===== src/rtl/pump_meter_if.sv =====
// Signal bundle between the pump/payment model and its environment
// (coin acceptor, tank sensor and gas_station controller).
interface pump_meter_if #(
  parameter int CREDIT_W = 8
);
  logic                coin_in;
  logic [CREDIT_W-1:0] tank_space;
  logic                FEEDME;
  logic                DELIVERGAS;
  logic                MONEY;
  logic                TANKFULL;
  logic [CREDIT_W-1:0] credit;
  logic [CREDIT_W-1:0] units;
  logic                change_valid;
  logic [CREDIT_W-1:0] change;
  logic                aborted;

  modport master (
    output coin_in, tank_space, FEEDME, DELIVERGAS,
    input  MONEY, TANKFULL, credit, units, change_valid, change, aborted
  );

  modport slave (
    input  coin_in, tank_space, FEEDME, DELIVERGAS,
    output MONEY, TANKFULL, credit, units, change_valid, change, aborted
  );
endinterface


===== src/rtl/pump_meter.sv =====
// Customer-side pump model: collects coin credit, signals payment to the
// controller, meters fuel during DELIVERGAS and returns leftover credit.
module pump_meter #(
  parameter int PRICE     = 3,
  parameter int PULSE_DIV = 4,
  parameter int CREDIT_W  = 8
) (
  input  logic       clock,
  input  logic       reset,
  pump_meter_if.slave bus
);

  typedef enum logic [1:0] {IDLE, COLLECT, FUEL, DONE} state_t;

  localparam int                  DIV_W    = (PULSE_DIV > 1) ? $clog2(PULSE_DIV) : 1;
  localparam logic [CREDIT_W-1:0] PRICE_C  = CREDIT_W'(PRICE);
  localparam logic [DIV_W-1:0]    DIV_LAST = DIV_W'(PULSE_DIV - 1);

  function automatic logic [CREDIT_W-1:0] sat_inc(input logic [CREDIT_W-1:0] v);
    return (&v) ? v : v + 1'b1;
  endfunction

  state_t              state_q, state_d;
  logic [CREDIT_W-1:0] credit_q, credit_d;
  logic [CREDIT_W-1:0] units_q, units_d;
  logic [CREDIT_W-1:0] space_q, space_d;
  logic [CREDIT_W-1:0] change_q, change_d;
  logic [DIV_W-1:0]    div_q, div_d;
  logic                money_q, money_d;
  logic                tankfull_q, tankfull_d;
  logic                cv_q, cv_d;
  logic                aborted_q, aborted_d;
  logic                feed_q, feed_d;
  logic                seen_q, seen_d;

  logic can_pay, fill_stop, feed_fall, pulse, wrap;

  assign can_pay   = (credit_q >= PRICE_C);
  assign fill_stop = (units_q == space_q) || !can_pay;
  // feed_q only learns FEEDME inside COLLECT, so coins may be inserted with
  // FEEDME low and only a drop after FEEDME was seen high ends collection.
  assign feed_fall = feed_q && !bus.FEEDME;
  assign pulse     = bus.DELIVERGAS && !tankfull_q;
  assign wrap      = pulse && (div_q == DIV_LAST);

  always_ff @(posedge clock) begin
    if (reset) begin
      state_q    <= IDLE;
      credit_q   <= '0;
      units_q    <= '0;
      space_q    <= '0;
      change_q   <= '0;
      div_q      <= '0;
      money_q    <= 1'b0;
      tankfull_q <= 1'b0;
      cv_q       <= 1'b0;
      aborted_q  <= 1'b0;
      feed_q     <= 1'b0;
      seen_q     <= 1'b0;
    end else begin
      state_q    <= state_d;
      credit_q   <= credit_d;
      units_q    <= units_d;
      space_q    <= space_d;
      change_q   <= change_d;
      div_q      <= div_d;
      money_q    <= money_d;
      tankfull_q <= tankfull_d;
      cv_q       <= cv_d;
      aborted_q  <= aborted_d;
      feed_q     <= feed_d;
      seen_q     <= seen_d;
    end
  end

  always_comb begin
    state_d = state_q;
    unique case (state_q)
      IDLE:    if (bus.FEEDME) state_d = COLLECT;
      COLLECT: begin
        if (can_pay && bus.FEEDME) state_d = FUEL;
        else if (feed_fall)        state_d = DONE;
      end
      FUEL:    if (!bus.DELIVERGAS && (tankfull_q || seen_q)) state_d = DONE;
      DONE:    state_d = IDLE;
      default: state_d = IDLE;
    endcase
  end

  always_comb begin
    credit_d   = credit_q;
    units_d    = units_q;
    space_d    = space_q;
    change_d   = change_q;
    div_d      = div_q;
    money_d    = 1'b0;
    tankfull_d = tankfull_q;
    cv_d       = 1'b0;
    aborted_d  = aborted_q;
    feed_d     = feed_q;
    seen_d     = seen_q;
    unique case (state_q)
      IDLE: begin
        credit_d = '0;
        units_d  = '0;
        div_d    = '0;
        if (bus.FEEDME) begin
          space_d   = bus.tank_space;
          aborted_d = 1'b0;
          feed_d    = 1'b0;
        end
      end
      COLLECT: begin
        if (bus.coin_in) credit_d = sat_inc(credit_q);
        feed_d = bus.FEEDME;
        if (state_d == FUEL) begin
          money_d    = 1'b1;
          units_d    = '0;
          div_d      = '0;
          seen_d     = 1'b0;
          tankfull_d = 1'b0;
        end
      end
      FUEL: begin
        if (bus.DELIVERGAS) seen_d = 1'b1;
        if (pulse) div_d = wrap ? '0 : div_q + 1'b1;
        if (wrap && can_pay && (units_q < space_q)) begin
          units_d  = units_q + 1'b1;
          credit_d = credit_q - PRICE_C;
        end
        tankfull_d = tankfull_q | fill_stop;
        if (state_d == DONE) aborted_d = !tankfull_q;
      end
      DONE: begin
        tankfull_d = 1'b0;
        credit_d   = '0;
        units_d    = '0;
        div_d      = '0;
      end
      default: ;
    endcase
    // change_valid is registered on DONE entry so it is high during DONE
    if ((state_d == DONE) && (state_q != DONE)) begin
      cv_d     = 1'b1;
      change_d = credit_d;
    end
  end

  assign bus.MONEY        = money_q;
  assign bus.TANKFULL     = tankfull_q;
  assign bus.credit       = credit_q;
  assign bus.units        = units_q;
  assign bus.change_valid = cv_q;
  assign bus.change       = change_q;
  assign bus.aborted      = aborted_q;

endmodule

===== src/flat_wrapper.sv =====
// flat-port wrapper written by rule: the top's interface ports become plain ports
module pump_meter_flat 
#(
  parameter int PRICE     = 3,
  parameter int PULSE_DIV = 4,
  parameter int CREDIT_W  = 8
)
  (clock, reset, bus_coin_in, bus_tank_space, bus_FEEDME, bus_DELIVERGAS, bus_MONEY, bus_TANKFULL, bus_credit, bus_units, bus_change_valid, bus_change, bus_aborted);
  pump_meter_if #(.CREDIT_W(CREDIT_W)) bus_i ();
  input  logic clock;
  input  logic reset;
  input wire logic [$bits(bus_i.coin_in)-1:0] bus_coin_in;
  input wire logic [$bits(bus_i.tank_space)-1:0] bus_tank_space;
  input wire logic [$bits(bus_i.FEEDME)-1:0] bus_FEEDME;
  input wire logic [$bits(bus_i.DELIVERGAS)-1:0] bus_DELIVERGAS;
  output wire logic [$bits(bus_i.MONEY)-1:0] bus_MONEY;
  output wire logic [$bits(bus_i.TANKFULL)-1:0] bus_TANKFULL;
  output wire logic [$bits(bus_i.credit)-1:0] bus_credit;
  output wire logic [$bits(bus_i.units)-1:0] bus_units;
  output wire logic [$bits(bus_i.change_valid)-1:0] bus_change_valid;
  output wire logic [$bits(bus_i.change)-1:0] bus_change;
  output wire logic [$bits(bus_i.aborted)-1:0] bus_aborted;
  assign bus_i.coin_in = bus_coin_in;
  assign bus_i.tank_space = bus_tank_space;
  assign bus_i.FEEDME = bus_FEEDME;
  assign bus_i.DELIVERGAS = bus_DELIVERGAS;
  assign bus_MONEY = bus_i.MONEY;
  assign bus_TANKFULL = bus_i.TANKFULL;
  assign bus_credit = bus_i.credit;
  assign bus_units = bus_i.units;
  assign bus_change_valid = bus_i.change_valid;
  assign bus_change = bus_i.change;
  assign bus_aborted = bus_i.aborted;
  pump_meter #(.PRICE(PRICE), .PULSE_DIV(PULSE_DIV), .CREDIT_W(CREDIT_W)) u_core (.clock(clock), .reset(reset), .bus(bus_i));
endmodule

===== config.mk =====
export PLATFORM = sky130hd
export DESIGN_NAME = pump_meter_flat
export DESIGN_NICKNAME = d
export VERILOG_FILES = /design/src/rtl/pump_meter_if.sv /design/src/rtl/pump_meter.sv /design/src/flat_wrapper.sv
export SDC_FILE = /design/constraint.sdc
export NUM_CORES = 1
export LEC_CHECK = 0
export ABC_AREA = 1
export BUFFER_PORTS_ARGS = -buffer_cell sky130_fd_sc_hd__buf_2
export CAP_MARGIN = 40
export CORE_MARGIN = 8
export CORE_UTILIZATION = 50
export CTS_CLUSTER_DIAMETER = 100
export DETAILED_ROUTE_END_ITERATION = 8
export HOLD_SLACK_MARGIN = 0.08
export PLACE_DENSITY_LB_ADDON = 0.3
export SLEW_MARGIN = 20
export SYNTH_ARGS = -nofsm -noshare
export SYNTH_HDL_FRONTEND = slang
export SYNTH_SLANG_ARGS = --single-unit

===== constraint.sdc =====
create_clock -name clock -period 3.6 [get_ports clock]
set_clock_uncertainty 0.15 [all_clocks]
set_input_delay 0.9 -clock clock [delete_from_list [all_inputs] [get_ports clock]]
set_output_delay 0.9 -clock clock [all_outputs]
set_load 0.1 [all_outputs]

# Word-level counts from Yosys, hierarchy flattened
# Cells that the tools add are included.
dict set report word_totals {
  regBits 42
  inputBits 13
}
dict set report op_classes {
  addsub 4
  order_cmp 2
  n_eq_ne 14
  muxes 26
  bitwise_logic 2
  reduce_logical 29
}
# operator count
set op_table {}
lappend op_table {{$pmux 8 s3} 2}
lappend op_table {{$mux 8} 5}
lappend op_table {{$add 8x1->8 const B} 2}
lappend op_table {{$mux 2} 7}
lappend op_table {{$eq 2x2->1 const B} 5}
lappend op_table {{$reduce_and 2->1} 5}
lappend op_table {{$eq 8x8->1} 1}
lappend op_table {{$ge 8x2->1 const B} 1}
lappend op_table {{$logic_and 1x1->1} 8}
lappend op_table {{$lt 8x8->1} 1}
lappend op_table {{$ne 2x1->1 const B} 4}
lappend op_table {{$pmux 2 s4} 1}
lappend op_table {{$reduce_and 8->1} 1}
lappend op_table {{$sub 8x2->8 const B} 1}
lappend op_table {{$mux 1} 6}
lappend op_table {{$ne 2x2->1 const B} 3}
lappend op_table {{$pmux 1 s2} 3}
lappend op_table {{$pmux 2 s3} 1}
lappend op_table {{$reduce_and 3->1} 2}
lappend op_table {{$reduce_bool 2->1} 3}
lappend op_table {{$logic_not 1->1} 4}
lappend op_table {{$reduce_or 2->1} 2}
lappend op_table {{$pmux 1 s3} 1}
lappend op_table {{$reduce_bool 3->1} 1}
lappend op_table {{other kinds (6)} 7}

# Logic depth before layout (Yosys ltp)
dict set report logic_depth {
  ltp_word 8
  depth_mapped 15
  ltp_nobuf 15
}

# Worst setup path before layout
# No wires, ideal clock.
dict set report synth_path {
  kind {reg2reg}
  from {register u_core.units_q[0] (netlist: u_core.bus.units[0])}
  to {register u_core.units_q[7] (netlist: u_core.bus.units[7])}
  setup_time_ns 0.131
  t_arrival_ns 2.335
  required_ns 3.319
  setup_slack_ns 0.984
  path_stages_with_launch 15
  synth_period_minus_slack_ns 2.616
  cell_sequence {dfxtp_1 -> inv_1 -> ha_1 -> inv_1 -> nand2_1 -> nand2_1 -> nand2_1 -> nand2_1 -> nand2_1 -> nand3_2 -> nand2_4 -> nand2_4 -> clkinv_2 -> nand2_1 -> a21oi_2}
}
dict set report synth_via {
  elab_chain_len 4
}
# element line_no
set synth_rtl {}
lappend synth_rtl {{from (decl)} pump_meter.sv:25} ;# logic [CREDIT_W-1:0] units_q, units_d;
lappend synth_rtl {{from (signal assigned)} pump_meter.sv:63} ;# units_q <= units_d;
lappend synth_rtl {{$lt 8x8->1} pump_meter.sv:127} ;# if (wrap && can_pay && (units_q < space_q)) begin
lappend synth_rtl {{$logic_and 1x1->1} pump_meter.sv:127}
lappend synth_rtl {{$ne 2x1->1 (no line)} n/a}
lappend synth_rtl {{$reduce_and 2->1 (no line)} n/a}
# Several ways; a longest one is shown, not always the timed one. The select of a mux whose other input is x is not followed.
# A chain may end at the register's enable or synchronous reset.

# Final worst setup path
dict set report layout_path {
  from {input port bus_FEEDME}
  to {register u_core.change_q[7] (netlist: u_core.bus.change[7])}
}
dict set report layout_via {
  elab_chain_len 7
}
# element line_no
set layout_rtl {}
lappend layout_rtl {{from (decl)} flat_wrapper.sv:14} ;# input wire logic [$bits(bus_i.FEEDME)-1:0] bus_FEEDME;
lappend layout_rtl {{$logic_not 1->1} pump_meter.sv:42} ;# assign feed_fall = feed_q && !bus.FEEDME;
lappend layout_rtl {{$logic_and 1x1->1} pump_meter.sv:42}
lappend layout_rtl {{$mux 2} pump_meter.sv:82} ;# else if (feed_fall) state_d = DONE;
lappend layout_rtl {{$mux 2} pump_meter.sv:81} ;# if (can_pay && bus.FEEDME) state_d = FUEL;
lappend layout_rtl {{$pmux 2 s4 (*)} pump_meter.sv:78} ;# unique case (state_q)
lappend layout_rtl {{$eq 2x2->1 (*)} pump_meter.sv:143} ;# if ((state_d == DONE) && (state_q != DONE)) begin
lappend layout_rtl {{$logic_and 1x1->1 (*)} pump_meter.sv:143}
lappend layout_rtl {{to (signal assigned)} pump_meter.sv:65} ;# change_q <= change_d;
lappend layout_rtl {{to (decl)} pump_meter.sv:27} ;# logic [CREDIT_W-1:0] change_q, change_d;
# Mark *: on every way between the ends. The rest lies on a longest branch, timed or not.

==> metrics.txt <==
status=completed; cell area after layout=2903 um^2; FP Rows=26; Area after DPL=2809 um^2; post-synthesis sequential area ratio=0.3262; worst setup margin=roughly 1100 ps; initial core utilization=0.5112; via total after detailed routing=2520; Max clock buf depth=2; Avg Cell Area, Syn=6.730 um^2; antenna violations before repair=0; H-tree depth=2; largest net degree at the start of global routing=28; Critical Path Fanout Max=18; Total Die Area=7708 um^2; drt drc=0; Power per Cell Area=about 340 nW/um^2; Layout area overhead=12.62%; Post-synth top flop=dfxtp_1; number of DRC markers in iteration 0=154; Worst Setup Start Kind=input port; Crit Path Class=input port to flip-flop; first-pass GRT wire length=10.94 mm; area of the multi-input gates=1454 um^2; Min-Delay Path Class=flip-flop to flip-flop; synthesis-stage register bit count=42; GRT Total Usage=0.1774; Critical Path AT=2530 ps; Port Buffers=40; setup TNS=0 ps; number of routed nets with antenna violations=0; Clock transition at path regs=90 ps; Peak VDD IR=between 200 and 250 uV; vias in the first global route=roughly 2400; fmax=405.3 MHz; die width=87.80 um; number of flops mapped to enable cells by yosys=0; Slew HR=0.6040; CTS tree=yes; MaxCap Viol Count=0; Final HPWL DP=4.835 mm; WL/cell=13.02 um; Place WS=around 800 ps; Synth cell types=33; P_leak=~1.4 nW; endpoints failing setup=0; dominant cells by area after synthesis=dfxtp_1 33%, nand2_1 15%, inv_1 7.6%; DRT Pass-1 Iters=4; die span in y=between 80 and 90 um; total gr overflow=0; Sink Count=42; clk_lat worst skew=310 ps; GPL Wtd Cong=0.8364; CTS root buf=clkbuf_8; Hold Slack=~310 ps; asr flop ratio synth=0; CP endpoint kind=flip-flop; diode count=0; DR vias/cell=5.122; RSZ-0062 raised after global routing=no; hold buffer count at cts=0; Detailed Route WL=~6.4 mm; Final Hold Fails=0; Yosys top cell area share=0.3262; TritonCTS buffer count=5; fin nets=approximately 450; Synth area leader=dfxtp_1; Min Clock Period, post-route=2467 ps; worst slew pin tran=a little under 600 ps; post-cts resize count=0; Synth Warn #=0; postcts setup bufs=0; area of the core=between 5000 and 6000 um^2; Reg area=840.8 um^2; syn nets=around 400; Final Max Slew Viols=0; share of post-route cells with drive strength above 1=0.1777; Power, Total=slightly below 1 mW; mapped cell area=2577 um^2; IO Pins=41; # fillers=520; Worst EP required=3660 ps; final worst-path cycle share=0.6853; Synth Instances=approximately 380
==> area by class of cell <==
type	instances	share of cell area
repair buffers	42	0.07414
well taps	70	0.03017
clock inverters	3	0.008621
multi-input cells	274	0.5009
inverters	56	0.07284
flip-flops and latches	42	0.2897
clock buffers	5	0.02371
==> metal layers <==
layer | up-vias | global-route usage | share of wire
met5 | - | 0 | 0
met3 | 5 | 0.04597 | 0.078
met2 | 80 | 0.2941 | 0.46
li1 | 1300 | - | -
met4 | 0 | 0.05000 | 0.0056
met1 | 1135 | 0.2194 | 0.45
==> where the power goes <==
| part | switching (mW) | total [mW] | leakage (nW) | internal (mW) |
|---|---|---|---|---|
| Combinational | 0.130 | 0.173 | 1.03 | 0.0434 |
| Clock | 0.180 | 0.320 | 0.0447 | 0.140 |
| Sequential | 0.0105 | 0.492 | 0.342 | 0.481 |
==> flip-flops by register name, summed over array words and instances, names as in the netlist <==
register	flops
u_core.bus.change_valid	1
u_core.bus.credit	8
u_core.space_q	8
u_core.bus.aborted	1
u_core.feed_q	1
u_core.bus.units	8
u_core.seen_q	1
u_core.bus.MONEY	1
u_core.bus.change	8
u_core.div_q	2
u_core.state_q	2
u_core.bus.TANKFULL	1
==> cell usage in the layout, fill, tap and decap left out, types with 3 or more instances in the layout <==
cell type and count:
a21oi_1 29, a21oi_2 7, buf_2 40, clkbuf_8 5, dfxtp_1 42, ha_1 11, inv_1 52, nand2_1 100
nand2_2 3, nand2_4 3, nand3_1 37, nand4_1 6, nor2_1 35, nor3_1 5, o21ai_0 13, xnor2_1 3
xor2_1 5
==> final timing paths <==
| kind | from | end | slack (ps) | depth (start not counted) |
|---|---|---|---|---|
| worst max-delay path | bus_FEEDME | u_core.bus.change[7]$_SDFFE_PP0P_ | 1130 | 10 |
| worst min-delay path | u_core.space_q[6]$_SDFFE_PP0P_ | u_core.space_q[6]$_SDFFE_PP0P_ | 310 | 2 |
| worst max register to register | u_core.bus.credit[0]$_SDFF_PP0_ | u_core.bus.change[7]$_SDFFE_PP0P_ | 1260 | 12 |
| worst min register to register | u_core.space_q[6]$_SDFFE_PP0P_ | u_core.space_q[6]$_SDFFE_PP0P_ | 310 | 2 |
==> synth_stat cells (all sizes together), types with 3 or more instances <==
cell type,instances
a21oi,36
buf,7
clkbuf,4
dfxtp,42
ha,11
inv,54
nand2,106
nand3,40
nand4,6
nor2,39
nor3,6
o21ai,14
xnor2,3
xor2,5
==> stage by stage <==
step / std cells / util
final: 492 / 0.5757
after floorplan: 383 / -
after global placement: 484 / 0.5571
after detailed placement: 484 / 0.5571
after global routing: 492 / 0.5757
after CTS: 492 / 0.5757
==> worst max-delay path, cell delays in order <==
cell	delay, ps
buf_2	110
inv_1	80
nor2_1	170
clkinv_1	400
nand3_2	210
nand2_2	200
inv_1	240
nand3_1	110
nand2_1	70
inv_1	40
==> logic make-up after synthesis <==
group,count (synthesis),share of synthesized area
xor gates and xnor gates,8,0.02719
AOI/OAI and AO/OA,54,0.1233
adders and majority gates,11,0.05340
and+or+nand+nor,201,0.3602
DFF,42,0.3262
buffers and inverters,67,0.1097
(Power assumes the default switching activity.)
